<file path="config.mk">
export PLATFORM = sky130hd
export DESIGN_NAME = priority_arbiter_rr
export DESIGN_NICKNAME = d
export VERILOG_FILES = /design/src/rtl/arb_pkg.sv /design/src/rtl/prio_pick.sv /design/src/rtl/priority_arbiter_rr.sv
export SDC_FILE = /design/constraint.sdc
export NUM_CORES = 1
export LEC_CHECK = 0
export ABC_AREA = 1
export BUFFER_PORTS_ARGS = -buffer_cell sky130_fd_sc_hd__buf_2
export CORE_ASPECT_RATIO = 0.9
export CORE_MARGIN = 3
export CORE_UTILIZATION = 50
export DETAILED_ROUTE_END_ITERATION = 8
export PLACE_DENSITY = 0.78
export SYNTH_ARGS = -nofsm -noshare
export SYNTH_HDL_FRONTEND = slang
export SYNTH_SLANG_ARGS = --single-unit
</file>
<file path="constraint.sdc">
create_clock -name clk -period 3.26 [get_ports clk]
set_input_delay 0.326 -clock clk [delete_from_list [all_inputs] [get_ports clk]]
set_output_delay 0.326 -clock clk [all_outputs]
set_load 0.05 [all_outputs]
</file>
<file path="src/rtl/arb_pkg.sv">
// Shared types and constants for the arbiter family.
package arb_pkg;

  // Offer FSM: IDLE has nothing on the output; OFFER holds a stable winner.
  typedef enum logic {
    IDLE  = 1'b0,
    OFFER = 1'b1
  } arb_state_e;

  // Values of the mode input.
  localparam logic MODE_FIXED = 1'b0;
  localparam logic MODE_RR    = 1'b1;

endpackage

</file>
<file path="src/rtl/prio_pick.sv">
// Combinational winner picker.
// Fixed mode returns the highest set index of i_vec.
// Round-robin mode returns the first set index at or above i_start, wrapping
// past N-1 to 0. It does this in three steps: rotate i_vec so that i_start
// lands on bit 0, take the lowest set bit, then rotate that index back.
// i_start must be below N.
module prio_pick
  import arb_pkg::*;
#(
  parameter  int N     = 8,
  localparam int IDX_W = $clog2(N)
) (
  input  logic [N-1:0]     i_vec,
  input  logic [IDX_W-1:0] i_start,
  input  logic             i_mode,
  output logic [IDX_W-1:0] o_idx,
  output logic [N-1:0]     o_onehot,
  output logic             o_any
);

  logic [N-1:0]     w_rot;
  logic [IDX_W-1:0] w_hi_idx;
  logic [IDX_W-1:0] w_lo_idx;

  // Returns (a + b) mod N. Both operands are already below N.
  function automatic logic [IDX_W-1:0] wrap_add(input int a, input int b);
    int s;
    s = a + b;
    if (s >= N) s = s - N;
    return IDX_W'(s);
  endfunction

  // Rotate the request vector so that the start pointer becomes bit 0.
  always_comb begin
    w_rot = '0;
    for (int i = 0; i < N; i++) begin
      w_rot[i] = i_vec[wrap_add(i, int'(i_start))];
    end
  end

  // Find the MSB of the raw vector (fixed priority). The last match wins.
  always_comb begin
    w_hi_idx = '0;
    for (int i = 0; i < N; i++) begin
      if (i_vec[i]) w_hi_idx = IDX_W'(i);
    end
  end

  // Find the LSB of the rotated vector. The last match in a downward scan wins.
  always_comb begin
    w_lo_idx = '0;
    for (int i = N - 1; i >= 0; i--) begin
      if (w_rot[i]) w_lo_idx = IDX_W'(i);
    end
  end

  // Choose by mode, undo the rotation, and form the one-hot output.
  always_comb begin
    o_any = |i_vec;
    if (i_mode == MODE_FIXED) begin
      o_idx = w_hi_idx;
    end else begin
      o_idx = wrap_add(int'(w_lo_idx), int'(i_start));
    end
    o_onehot = o_any ? (N'(1) << o_idx) : '0;
  end

endmodule

</file>
<file path="src/rtl/priority_arbiter_rr.sv">
// Registered N-way request arbiter.
// Request bits are sticky: they collect in a pending vector. The arbiter picks
// one winner at a time, by fixed priority or round robin, and offers it
// downstream over a valid/ready handshake.
//
// Handshake: once out_valid rises, out_idx and out_onehot stay constant until
// a cycle in which out_valid and out_ready are both high. That cycle is the
// transfer. out_valid is never withdrawn without a transfer. On the transfer
// edge the next winner, if any, is loaded, so a fully ready consumer gets one
// grant per cycle.
module priority_arbiter_rr
  import arb_pkg::*;
#(
  parameter  int N     = 8,
  parameter  int CNT_W = 8,
  localparam int IDX_W = $clog2(N)
) (
  input  logic             clk,
  input  logic             rst_n,
  input  logic [N-1:0]     req,
  input  logic             rr_mode,
  output logic             out_valid,
  input  logic             out_ready,
  output logic [IDX_W-1:0] out_idx,
  output logic [N-1:0]     out_onehot,
  output logic [N-1:0]     pending,
  output logic [CNT_W-1:0] drop_cnt,
  output arb_state_e       dbg_state
);

  arb_state_e       r_state;
  logic [N-1:0]     r_pend;
  logic [IDX_W-1:0] r_idx;
  logic [N-1:0]     r_onehot;
  logic [IDX_W-1:0] r_ptr;
  logic [CNT_W-1:0] r_drop;

  arb_state_e       w_state_nx;
  logic             w_hs;
  logic [N-1:0]     w_clr;
  logic [N-1:0]     w_pend_nx;
  logic             w_drop;
  logic [IDX_W-1:0] w_ptr_adv;
  logic [IDX_W-1:0] w_start;
  logic [IDX_W-1:0] w_pick_idx;
  logic [N-1:0]     w_pick_oh;
  logic             w_pick_any;
  logic             w_load;
  logic             w_release;

  // Compute the handshake and the next pending vector. A new request beats
  // the clear of its own bit. A request that lands on a bit already pending,
  // and not being cleared, is a drop.
  always_comb begin
    w_hs      = (r_state == OFFER) && out_ready;
    w_clr     = w_hs ? r_onehot : '0;
    w_pend_nx = (r_pend & ~w_clr) | req;
    w_drop    = |(req & r_pend & ~w_clr);
    w_ptr_adv = (r_idx == IDX_W'(N - 1)) ? '0 : r_idx + 1'b1;
    // A round-robin search made on a transfer starts after the granted index.
    w_start   = w_hs ? w_ptr_adv : r_ptr;
  end

  prio_pick #(
    .N (N)
  ) u_pick (
    .i_vec    (w_pend_nx),
    .i_start  (w_start),
    .i_mode   (rr_mode),
    .o_idx    (w_pick_idx),
    .o_onehot (w_pick_oh),
    .o_any    (w_pick_any)
  );

  // Next-state logic: decide whether to load a new winner or drop valid.
  always_comb begin
    w_state_nx = r_state;
    w_load     = 1'b0;
    w_release  = 1'b0;
    case (r_state)
      IDLE: begin
        if (w_pick_any) begin
          w_load     = 1'b1;
          w_state_nx = OFFER;
        end
      end
      OFFER: begin
        if (w_hs) begin
          if (w_pick_any) begin
            w_load = 1'b1;
          end else begin
            w_release  = 1'b1;
            w_state_nx = IDLE;
          end
        end
      end
      default: w_state_nx = IDLE;
    endcase
  end

  // State register.
  always_ff @(posedge clk or negedge rst_n) begin
    if (!rst_n) r_state <= IDLE;
    else        r_state <= w_state_nx;
  end

  // Hold the offered winner. rr_mode matters only at load time. The index
  // keeps its last value when valid drops.
  always_ff @(posedge clk or negedge rst_n) begin
    if (!rst_n) begin
      r_idx    <= '0;
      r_onehot <= '0;
    end else if (w_load) begin
      r_idx    <= w_pick_idx;
      r_onehot <= w_pick_oh;
    end else if (w_release) begin
      r_onehot <= '0;
    end
  end

  // Sticky pending vector. The offered bit stays set until it is transferred.
  always_ff @(posedge clk or negedge rst_n) begin
    if (!rst_n) r_pend <= '0;
    else        r_pend <= w_pend_nx;
  end

  // The round-robin pointer moves past each granted index.
  always_ff @(posedge clk or negedge rst_n) begin
    if (!rst_n)    r_ptr <= '0;
    else if (w_hs) r_ptr <= w_ptr_adv;
  end

  // Saturating drop counter: at most one count per cycle.
  always_ff @(posedge clk or negedge rst_n) begin
    if (!rst_n)                       r_drop <= '0;
    else if (w_drop && r_drop != '1)  r_drop <= r_drop + 1'b1;
  end

  assign out_valid  = (r_state == OFFER);
  assign out_idx    = r_idx;
  assign out_onehot = r_onehot;
  assign pending    = r_pend;
  assign drop_cnt   = r_drop;
  assign dbg_state  = r_state;

endmodule

</file>
==> impl_metrics.py, run 1 <==
metrics = {
    "outcome": {
        "outcome": "complete, but fails checks",
        "violations": "setup timing",
    },
    "clock_network": {
        "cts_root_buf": "clkbuf_8",
        "clock_path_buffers": 2,
        "clkLatencyLatePin_ns": 0.29,
        "htree_levels": 2,
        "tritoncts": "done",
        "cts_buffers": 5,
        "cts_hold_buf": 0,
        "cts_sinks": 31,
        "cts.reportedPaths.clkPinSlew_ns": 0.07,
    },
    "timing": {
        "finClkSkew_ns": 0.0134,
        "finalMaxSlewViolations": 0,
        "period_minus_slack_ns": 3.29,
        "tightest_slew_ns": 0.734,
        "setup_ws_ns": -0.0256,
        "setup_viol": 5,
        "fin_crit_sh_pct": 101,
        "finalHoldViolations": 0,
        "fmax_ghz": 0.304,
        "slew_headroom_pct": 50.9,
        "grt_setup_unrepaired": "yes",
    },
    "synthesis": {
        "yosysUniqueCellTypes": 32,
        "ys_warn_count": 0,
        "netlist_top_cells_area": "dfrtp_1, nand2_1, nand3_1",
        "synth_flop_cell": "dfrtp_1",
        "synthArstFlopShare_pct": 100,
        "ys_ff_latch": 31,
        "syn_avg_cell_area_um2": 7.09,
        "yosysTopAreaCellShare_pct": 36.1,
        "synth_edf_count": 0,
        "yosysTopAreaCell": "dfrtp_1",
        "yosysSeqAreaShare_pct": 36.1,
        "syn_area_um2": 2150,
        "syn_nets": 320,
        "netlist_instances": 303,
    },
    "floorplanning": {
        "dieHeight_um": 68.2,
        "die_w_um": 75.1,
        "rows": 21,
        "io_pins": 41,
        "start_util_pct": 54.8,
        "core_area_um2": 3920,
        "dieArea_um2": 5120,
    },
    "worst_setup_path": {
        "critPathKind": "flip-flop to flip-flop",
        "cp_top_family": "adder cells",
        "reg2reg_to": "out_onehot[7]",
        "r2r_setup_slack_ns": -0.03,
        "required_ns": 3.44,
        "cp_slowest_cell": "fa_2",
        "critPathMaxStageDelay_ns": 0.47,
        "ff2ff_path_depth": 19,
        "crit_chain": "ha_4 -> ha_4 -> inv_4 -> nand2_4 -> o21ai_4 -> ha_4 -> xor2_2 -> inv_1 -> nand2_1 -> nand2_1 -> nor2_1 -> a21oi_2 -> nor2_1 -> fa_2 -> o21a_1 -> inv_1 -> nor2_1 -> nand3_1 -> nand2_1",
        "start_kind": "flip-flop",
        "crit_arrival_ns": 3.46,
        "cp-end-kind": "flip-flop",
        "cp.buffers_inverters": 3,
        "worstReg2RegStart": "out_idx[1]",
        "cp_max_fo": 6,
    },
    "detailed_routing": {
        "first_pass_iters": 4,
        "drt_wl_total_mm": 5.51,
        "detail_route.wl_per_cell_um": 13.6,
        "vias": 2173,
        "vias_per_cell": 5.35,
        "drt-initial-drc-count": 127,
        "ant_nets": 0,
        "drc": 0,
    },
    "cells_and_area": {
        "layout-drive-gt1-share_pct": 33.3,
        "num_antenna_cells": 0,
        "mostFrequentLayoutCells": "nand2_1, buf_2, nand3_1",
        "nFillCells": 331,
        "fin_nets": 376,
        "final_common_cell": "nand2_1",
        "area_delta_synth_final_pct": 28.3,
        "stdcell_count": 406,
    },
    "power": {
        "irDropWorstVdd_v": 0.000736,
        "power_density_nw_per_um2": 935,
        "leakage_nw": 1.46,
    },
    "place": {
        "dp_hpwl_mm": 4.13,
        "portBuffers": 40,
        "place_inst": 392,
        "place.gp.congestion": 0.896,
        "pre_cts_slack_ns": -0.0410,
    },
    "global_routing": {
        "antenna_found_initial": 0,
        "grt_max_degree": 32,
        "first_global_vias": 1925,
        "track_usage_pct": 22.8,
        "grt_pass1_wl_mm": 8.85,
        "grt-ovfl-total": 0,
    },
    "worst_hold_path": {
        "min_path_type": "input port to async pin",
    },
    "run": {
        "maxCapViolations": 0,
    },
}
-- state kept, by name (all words and copies together), names as in the netlist --
register,flops
drop_cnt,8
out_onehot,8
pending,8
out_idx,3
r_ptr,3
dbg_state,1
-- worst register-to-register path, delay by kind of cell, from the launching register on --
| kind | cells | cell delay (ns) |
|---|---|---|
| xor+xnor | 1 | 0.19 |
| simple gates | 8 | 0.80 |
| flops | 1 | 0.43 |
| buf+inv | 3 | 0.31 |
| compound gates | 3 | 0.47 |
| fa+ha+maj | 4 | 0.97 |
-- worst max path at each step --
stage / start / cells past startpoint / endpoint
2_1_floorplan: out_idx[0] / 28 / out_onehot[0]
3_3_place_gp: out_idx[0] / 28 / out_onehot[2]
3_5_place_dp: out_idx[0] / 24 / out_onehot[0]
4_1_cts: out_idx[0] / 26 / out_onehot[5]
5_1_grt: out_idx[1] / 28 / out_onehot[2]
6_report: out_idx[1] / 19 / out_onehot[7]
-- stage by stage --
step                power (W)  TNS, ns  utilization [%]  cell area (µm²)  hold WS [ns]
floorplan             0.00171        0                -             2200        0.0304
global placement      0.00202        0             63.4             2480         0.398
detailed placement    0.00204   -0.170             63.4             2480         0.398
CTS                   0.00237        0             66.1             2590        0.0918
global route          0.00277    -1.66             70.3             2750         0.124
finish                0.00257  -0.0693             70.3             2750        0.0655
-- synthesized netlist by cell type (3+ instances only) --
cell and count:
xor2_1 5, ha_1 4, o21ai_0 5, nand4_1 5
a21oi_1 3, nand3_1 43, dfrtp_1 31, buf_6 4
xnor2_1 3, o22ai_1 3, nand2_1 119, nand2_2 13
nor2_1 18, inv_1 26
-- where the power goes --
| group | switching [W] | total [W] | leakage, nW | internal, W |
|---|---|---|---|---|
| Sequential | 0.0000980 | 0.000584 | 0.355 | 0.000486 |
| Combinational | 0.00109 | 0.00167 | 1.06 | 0.000586 |
| Clock | 0.000146 | 0.000316 | 0.0482 | 0.000170 |
| Total | 0.00133 | 0.00257 | 1.46 | 0.00124 |
-- repair_timing --
| action | CTS | global route |
|---|---|---|
| gates cloned | 0 | 1 |
| pin swaps | 2 | 15 |
| setup endpoints to repair | 8 | 10 |
| gates resized for setup | 2 | 28 |
| buffers inserted | 1 | 4 |
-- metal layers --
| metal | up-vias | wire length (µm) | GRT usage, % |
|---|---|---|---|
| met5 | - | 0 | 0 |
| met4 | 0 | 68 | 5.78 |
| li1 | 1085 | - | - |
| met2 | 86 | 2510 | 35.5 |
| met1 | 993 | 2530 | 32.0 |
| met3 | 9 | 403 | 4.70 |
-- cell type report --
class | count | area, µm² | share of cell area, %
tap | 46 | 57.6 | 2.09
clock inverter | 1 | 5.00 | 0.182
inverter | 28 | 110 | 4.00
sequential | 31 | 779 | 28.3
multi-input combinational | 238 | 1370 | 49.8
timing repair buffer | 55 | 343 | 12.4
clock buffer | 7 | 86.3 | 3.13
-- logic make-up after synthesis --
| group | Yosys count | share of synthesized area [%] |
|---|---|---|
| AO/OA/AOI/OAI | 18 | 6.00 |
| buffers and inverters | 34 | 7.69 |
| XOR/XNOR | 10 | 4.78 |
| AND/OR/NAND/NOR | 204 | 41.6 |
| adder cells (fa/ha/maj) | 5 | 3.26 |
| flip-flops | 31 | 36.1 |
| multiplexers | 1 | 0.524 |
Power figures use the tool's default switching activity.
==> run 2: changes to the inputs <==
--- a/config.mk
+++ b/config.mk
@@ -9,9 +9,10 @@
 export BUFFER_PORTS_ARGS = -buffer_cell sky130_fd_sc_hd__buf_2
 export CORE_ASPECT_RATIO = 0.9
 export CORE_MARGIN = 3
-export CORE_UTILIZATION = 50
+export CORE_UTILIZATION = 52
+export CTS_BUF_LIST = sky130_fd_sc_hd__clkbuf_8
 export DETAILED_ROUTE_END_ITERATION = 8
-export PLACE_DENSITY = 0.78
+export PLACE_DENSITY = 0.81
 export SYNTH_ARGS = -nofsm -noshare
 export SYNTH_HDL_FRONTEND = slang
 export SYNTH_SLANG_ARGS = --single-unit
==> run 2 against run 1 <==
Compared with the run above:
- the run still ends with setup timing left
- clock skew fell by 0.0092 ns
- non-clock buffer count fell by 2
- die area fell by 3.5%
- count of clock-buffer cells in the layout fell by 1
- hold slack improved by 0.0082 ns
- cell area rose by 0.77%
- wire length rose by 2.5%
- total power rose by 2.8%
- largest power group unchanged
==> impl_metrics.py, run 2 (same netlist as run 1, synthesis figures left out) <==
metrics = {
    "outcome": {
        "outcome": "complete, but fails checks",
        "violations": "setup timing",
    },
    "run": {
        "maxCapViolations": 0,
    },
    "global_routing": {
        "grt-ovfl-total": 0,
        "first_global_vias": 2046,
        "antenna_found_initial": 0,
        "track_usage_pct": 23.8,
        "grt_max_degree": 32,
        "grt_pass1_wl_mm": 9.15,
    },
    "cells_and_area": {
        "fin_nets": 374,
        "layout-drive-gt1-share_pct": 33.5,
        "stdcell_count": 404,
        "final_common_cell": "nand2_1",
        "area_delta_synth_final_pct": 29.3,
        "mostFrequentLayoutCells": "nand2_1, buf_2, nand3_1",
        "num_antenna_cells": 0,
    },
    "clock_network": {
        "cts_buffers": 5,
        "cts_hold_buf": 0,
        "clock_path_buffers": 2,
        "htree_levels": 2,
        "tritoncts": "done",
        "clkLatencyLatePin_ns": 0.28,
        "cts.reportedPaths.clkPinSlew_ns": 0.07,
        "cts_root_buf": "clkbuf_8",
        "cts_sinks": 31,
    },
    "floorplanning": {
        "rows": 21,
        "start_util_pct": 56.0,
        "io_pins": 41,
        "dieHeight_um": 67.0,
        "dieArea_um2": 4940,
        "die_w_um": 73.7,
        "core_area_um2": 3840,
    },
    "detailed_routing": {
        "drt_wl_total_mm": 5.65,
        "vias": 2190,
        "detail_route.wl_per_cell_um": 14.0,
        "drt-initial-drc-count": 188,
        "drc": 0,
        "vias_per_cell": 5.42,
        "ant_nets": 0,
        "first_pass_iters": 4,
    },
    "place": {
        "portBuffers": 40,
        "place.gp.congestion": 0.977,
        "place_inst": 392,
        "dp_hpwl_mm": 4.22,
    },
    "worst_setup_path": {
        "cp-end-kind": "flip-flop",
        "required_ns": 3.48,
        "crit_arrival_ns": 3.51,
        "critPathKind": "flip-flop to flip-flop",
        "start_kind": "flip-flop",
        "cp_max_fo": 4,
    },
    "timing": {
        "tightest_slew_ns": 0.706,
        "setup_viol": 3,
        "period_minus_slack_ns": 3.30,
        "grt_setup_unrepaired": "yes",
        "fmax_ghz": 0.303,
        "fin_crit_sh_pct": 101,
        "slew_headroom_pct": 52.8,
        "finalHoldViolations": 0,
        "finClkSkew_ns": 0.00424,
        "holdWs_ns": 0.0737,
        "finalMaxSlewViolations": 0,
        "setup_tns_ns": -0.0460,
        "setup_ws_ns": -0.0367,
    },
    "worst_hold_path": {
        "min_path_type": "input port to async pin",
    },
    "power": {
        "irDropWorstVdd_v": 0.000746,
        "power_density_nw_per_um2": 954,
        "leakage_nw": 1.47,
    },
}
-- run 2: cell types whose count changed in the layout (fill, tap and decap cells not counted), moves of 2 or more --
cell / delta
inv_2: +2
nor2_2: -2
buf_4: -2
nor2_1: +2
nand3_2: +2
-- run 2: critical path, cell delays in order (launching register included) --
cell and delay, ns:
dfrtp_2 0.42, ha_4 0.17, ha_4 0.17, inv_4 0.06
nand2_4 0.07, o21ai_4 0.18, ha_4 0.23, inv_2 0.06
nand3_2 0.07, nand3_2 0.07, nand2_2 0.06, nand2_2 0.05
nand2_1 0.05, nand2_1 0.05, nand2_1 0.05, nand2_1 0.08
nand2_2 0.06, nand3_2 0.07, inv_2 0.04, fa_2 0.39
xor2_2 0.16, nand3_1 0.11, nand2_1 0.07, nand2_2 0.09
nand2_2 0.08, nor2_4 0.14, nand4_1 0.10, nand2_1 0.08
-- run 2: final cells by class --
type / count / area (µm²)
multi-input cells: 238 / 1390
fillers: 305 / 1060
flip-flops and latches: 31 / 779
repair buffers: 53 / 328
inverters: 28 / 108
clock buffers: 6 / 82.6
well taps: 46 / 57.6
clock inverters: 2 / 35.0
-- run 2: routing by layer --
metal	wire length [µm]	GRT usage (%)	part of all wire, %
met1	2490	31.5	44
met2	2690	38.6	48
met3	402	6.49	7.1
met4	65	5.20	1.2
met5	0	0	0
-- run 2: where the power goes --
group | switching (W) | total (W) | internal [W]
Clock | 0.000143 | 0.000390 | 0.000247
Combinational | 0.00110 | 0.00167 | 0.000577
Sequential | 0.0000968 | 0.000583 | 0.000486
Total | 0.00134 | 0.00265 | 0.00131
-- run 2: final timing paths --
path	end	startpoint	slack, ns	depth (start not counted)
max	out_onehot[2]	out_idx[1]	-0.04	27
min	out_onehot[3]	rst_n	0.07	1
max reg2reg	out_onehot[2]	out_idx[1]	-0.04	27
min reg2reg	drop_cnt[7]	drop_cnt[7]	0.50	1
max in group asynchronous	dbg_state	rst_n	2.72	1
min in group clk	pending[2]	req[2]	0.35	3
-- run 2: metrics by stage --
| stage | util (%) | power (W) | setup slack [ns] | instance area (µm²) |
|---|---|---|---|---|
| final | 72.3 | 0.00265 | -0.0367 | 2780 |
| after global routing | 72.3 | 0.00284 | -0.266 | 2780 |
| after CTS | 68.0 | 0.00245 | -0.00329 | 2610 |
| after detailed placement | 64.7 | 0.00204 | -0.0600 | 2480 |
| after global placement | 64.7 | 0.00201 | 0.0136 | 2480 |
| after floorplan | - | 0.00171 | 0.00562 | 2200 |
-- run 2: repair_timing --
| action | 4_1_cts | 5_1_grt |
|---|---|---|
| cloned | 0 | 1 |
| gates resized for setup | 1 | 30 |
| endpoints found under the setup margin | 9 | 10 |
| setup buffers | 1 | 2 |
| pin swaps | 2 | 19 |
==> run 3: changes to the inputs <==
--- a/config.mk
+++ b/config.mk
@@ -9,7 +9,7 @@
 export BUFFER_PORTS_ARGS = -buffer_cell sky130_fd_sc_hd__buf_2
 export CORE_ASPECT_RATIO = 0.9
 export CORE_MARGIN = 3
-export CORE_UTILIZATION = 52
+export CORE_UTILIZATION = 55
 export CTS_BUF_LIST = sky130_fd_sc_hd__clkbuf_8
 export DETAILED_ROUTE_END_ITERATION = 8
 export PLACE_DENSITY = 0.81
==> constraint.sdc (replaced) <==
create_clock -name clk -period 4.1 [get_ports clk]
set_input_delay 0.41 -clock clk [delete_from_list [all_inputs] [get_ports clk]]
set_output_delay 0.41 -clock clk [all_outputs]
set_load 0.05 [all_outputs]
==> run 3 against run 2 <==
Compared with the run above:
- the flow now finishes without violations
- critical path depth shrank 1
- sequential share of layout area grew 3.9 points
- total power shrank 33%
- fmax shrank 12%
- global-route usage grew 0.44 points
- sequential cell count is the same
- register-to-register slack gained 0.40 ns
- wire length shrank 8.8%
- worst setup slack gained 0.40 ns
- largest cell class unchanged
- highest routed layer unchanged
==> impl_metrics.py, run 3 (same netlist as run 1, synthesis figures left out) <==
metrics = {
    "worst_hold_path": {
        "min_path_type": "input port to async pin",
    },
    "floorplanning": {
        "io_pins": 41,
        "dieArea_um2": 4690,
        "rows": 20,
        "core_area_um2": 3550,
        "die_w_um": 71.9,
        "start_util_pct": 60.4,
        "dieHeight_um": 65.3,
    },
    "clock_network": {
        "clock_path_buffers": 2,
        "cts_root_buf": "clkbuf_8",
        "cts.reportedPaths.clkPinSlew_ns": 0.07,
        "htree_levels": 2,
        "cts_sinks": 31,
        "clkLatencyLatePin_ns": 0.30,
        "tritoncts": "done",
        "cts_buffers": 5,
        "post-cts-setup-buffer-count": 0,
    },
    "cells_and_area": {
        "mostFrequentLayoutCells": "nand2_1, nand3_1, buf_2",
        "layout-drive-gt1-share_pct": 21.7,
        "fin_util_pct": 68.5,
        "final_common_cell": "nand2_1",
        "fin_nets": 361,
        "final_area_um2": 2430,
        "area_delta_synth_final_pct": 13.3,
        "num_antenna_cells": 0,
    },
    "worst_setup_path": {
        "required_ns": 4.34,
        "ff2ff_path_depth": 26,
        "cp_max_fo": 11,
        "cp-end-kind": "flip-flop",
        "worstReg2RegStart": "out_idx[0]",
        "crit_arrival_ns": 3.97,
        "critPathKind": "flip-flop to flip-flop",
        "critPathLaunch": "out_idx[0]",
        "start_kind": "flip-flop",
        "reg2reg_to": "out_onehot[6]",
        "r2r_setup_slack_ns": 0.37,
        "endpoint": "out_onehot[6]",
    },
    "global_routing": {
        "busiest_layer": "met2",
        "grt_use_met2_pct": 38.4,
        "antenna_found_initial": 0,
        "met3_usage_pct": 6.42,
        "grt_pass1_wl_mm": 8.92,
        "grt-ovfl-total": 0,
        "use_met1_pct": 33.0,
        "first_global_vias": 1961,
        "track_usage_pct": 24.3,
        "grt_max_degree": 32,
    },
    "timing": {
        "tightest_slew_ns": 0.694,
        "fmax_ghz": 0.268,
        "fin_crit_sh_pct": 91.1,
        "period_minus_slack_ns": 3.73,
        "setup_tns_ns": 0,
        "finalMaxSlewViolations": 0,
        "finalHoldViolations": 0,
        "grt_setup_unrepaired": "no",
        "slew_headroom_pct": 53.6,
        "finClkSkew_ns": 0.00549,
        "setup_viol": 0,
    },
    "place": {
        "placed_cell_area_um2": 2340,
        "dp_hpwl_mm": 3.96,
        "portBuffers": 40,
        "place.gp.congestion": 0.866,
    },
    "detailed_routing": {
        "ant_nets": 0,
        "drt-initial-drc-count": 157,
        "vias": 2096,
        "drc": 0,
        "drt_wl_total_mm": 5.15,
        "first_pass_iters": 5,
        "vias_per_cell": 5.39,
        "detail_route.wl_per_cell_um": 13.2,
    },
    "power": {
        "p_clk_share_pct": 13.9,
        "leakage_nw": 1.35,
        "switching_share_pct": 54.2,
        "seq_power_share_pct": 26.0,
        "irDropWorstVdd_v": 0.000406,
        "power_w": 0.00178,
        "p_sw_w": 0.000964,
        "intPower_w": 0.000814,
        "power_frac_comb_pct": 60.1,
        "power_density_nw_per_um2": 731,
    },
    "run": {
        "maxCapViolations": 0,
    },
    "outcome": {
        "outcome": "completed",
    },
}
[run 3: routing by layer]
| metal | vias up | wire length (µm) |
|---|---|---|
| met2 | 68 | 2370 |
| met3 | 9 | 308 |
| met5 | - | 0 |
| li1 | 1047 | - |
| met4 | 0 | 78 |
| met1 | 972 | 2390 |
[run 3: timing repair]
| action | 4_1_cts | 5_1_grt |
|---|---|---|
| gates resized for setup | 0 | 2 |
| hold buffers | 0 | 0 |
| endpoints found under the setup margin | 0 | 6 |
[run 3: power groups by stage]
stage	clock network, W	registers [W]	logic, W
floorplan	0	0.000685	0.000626
global placement	0	0.000461	0.00104
detailed placement	0	0.000464	0.00106
CTS	0.000250	0.000460	0.00106
global route	0.000264	0.000473	0.00119
finish	0.000247	0.000462	0.00107
[run 3: layout make-up]
class                      instances  area [µm²]
clock buffer                       5        68.8
clock inverter                     3        20.0
fill                             306        1120
inverter                          28         105
multi-input combinational        238        1210
sequential                        31         777
tap                               44        55.1
timing repair buffer              40         200
[run 3: through the flow]
stage | worst slack, ns | hold slack [ns] | instances
2_1_floorplan | 0.429 | 0.114 | 303
3_5_place_dp | 0.335 | 0.481 | 381
3_3_place_gp | 0.510 | 0.480 | 381
6_report | 0.366 | 0.141 | 389
4_1_cts | 0.314 | 0.164 | 389
5_1_grt | 0.00645 | 0.186 | 389
[run 3: critical path: stages (launching register included)]
cell and delay, ns:
dfrtp_1 0.40, ha_1 0.21, ha_1 0.19, nor2_1 0.11, nand2_1 0.07, nand2_1 0.29, ha_1 0.33, inv_1 0.08
nand3_1 0.10, nand3_1 0.08, nand2_1 0.07, nand2_1 0.07, nand2_1 0.05, nand2_1 0.05, nand2_1 0.04, nand2_1 0.05
nand2_1 0.06, nand3_1 0.10, inv_1 0.07, fa_1 0.37, xor2_1 0.20, nand3_1 0.10, nand2_1 0.08, nand2_2 0.07
a21oi_2 0.20, nand4_1 0.13, nand2_1 0.08
[run 3: worst min path at each step]
stage,from,endpoint,slack [ns],cells after the start
floorplan,rst_n,dbg_state,0.11,0
detailed placement,rst_n,drop_cnt[0],0.48,1
CTS,rst_n,drop_cnt[0],0.16,1
global placement,rst_n,drop_cnt[0],0.48,1
global route,rst_n,drop_cnt[2],0.19,1
finish,rst_n,drop_cnt[1],0.14,1
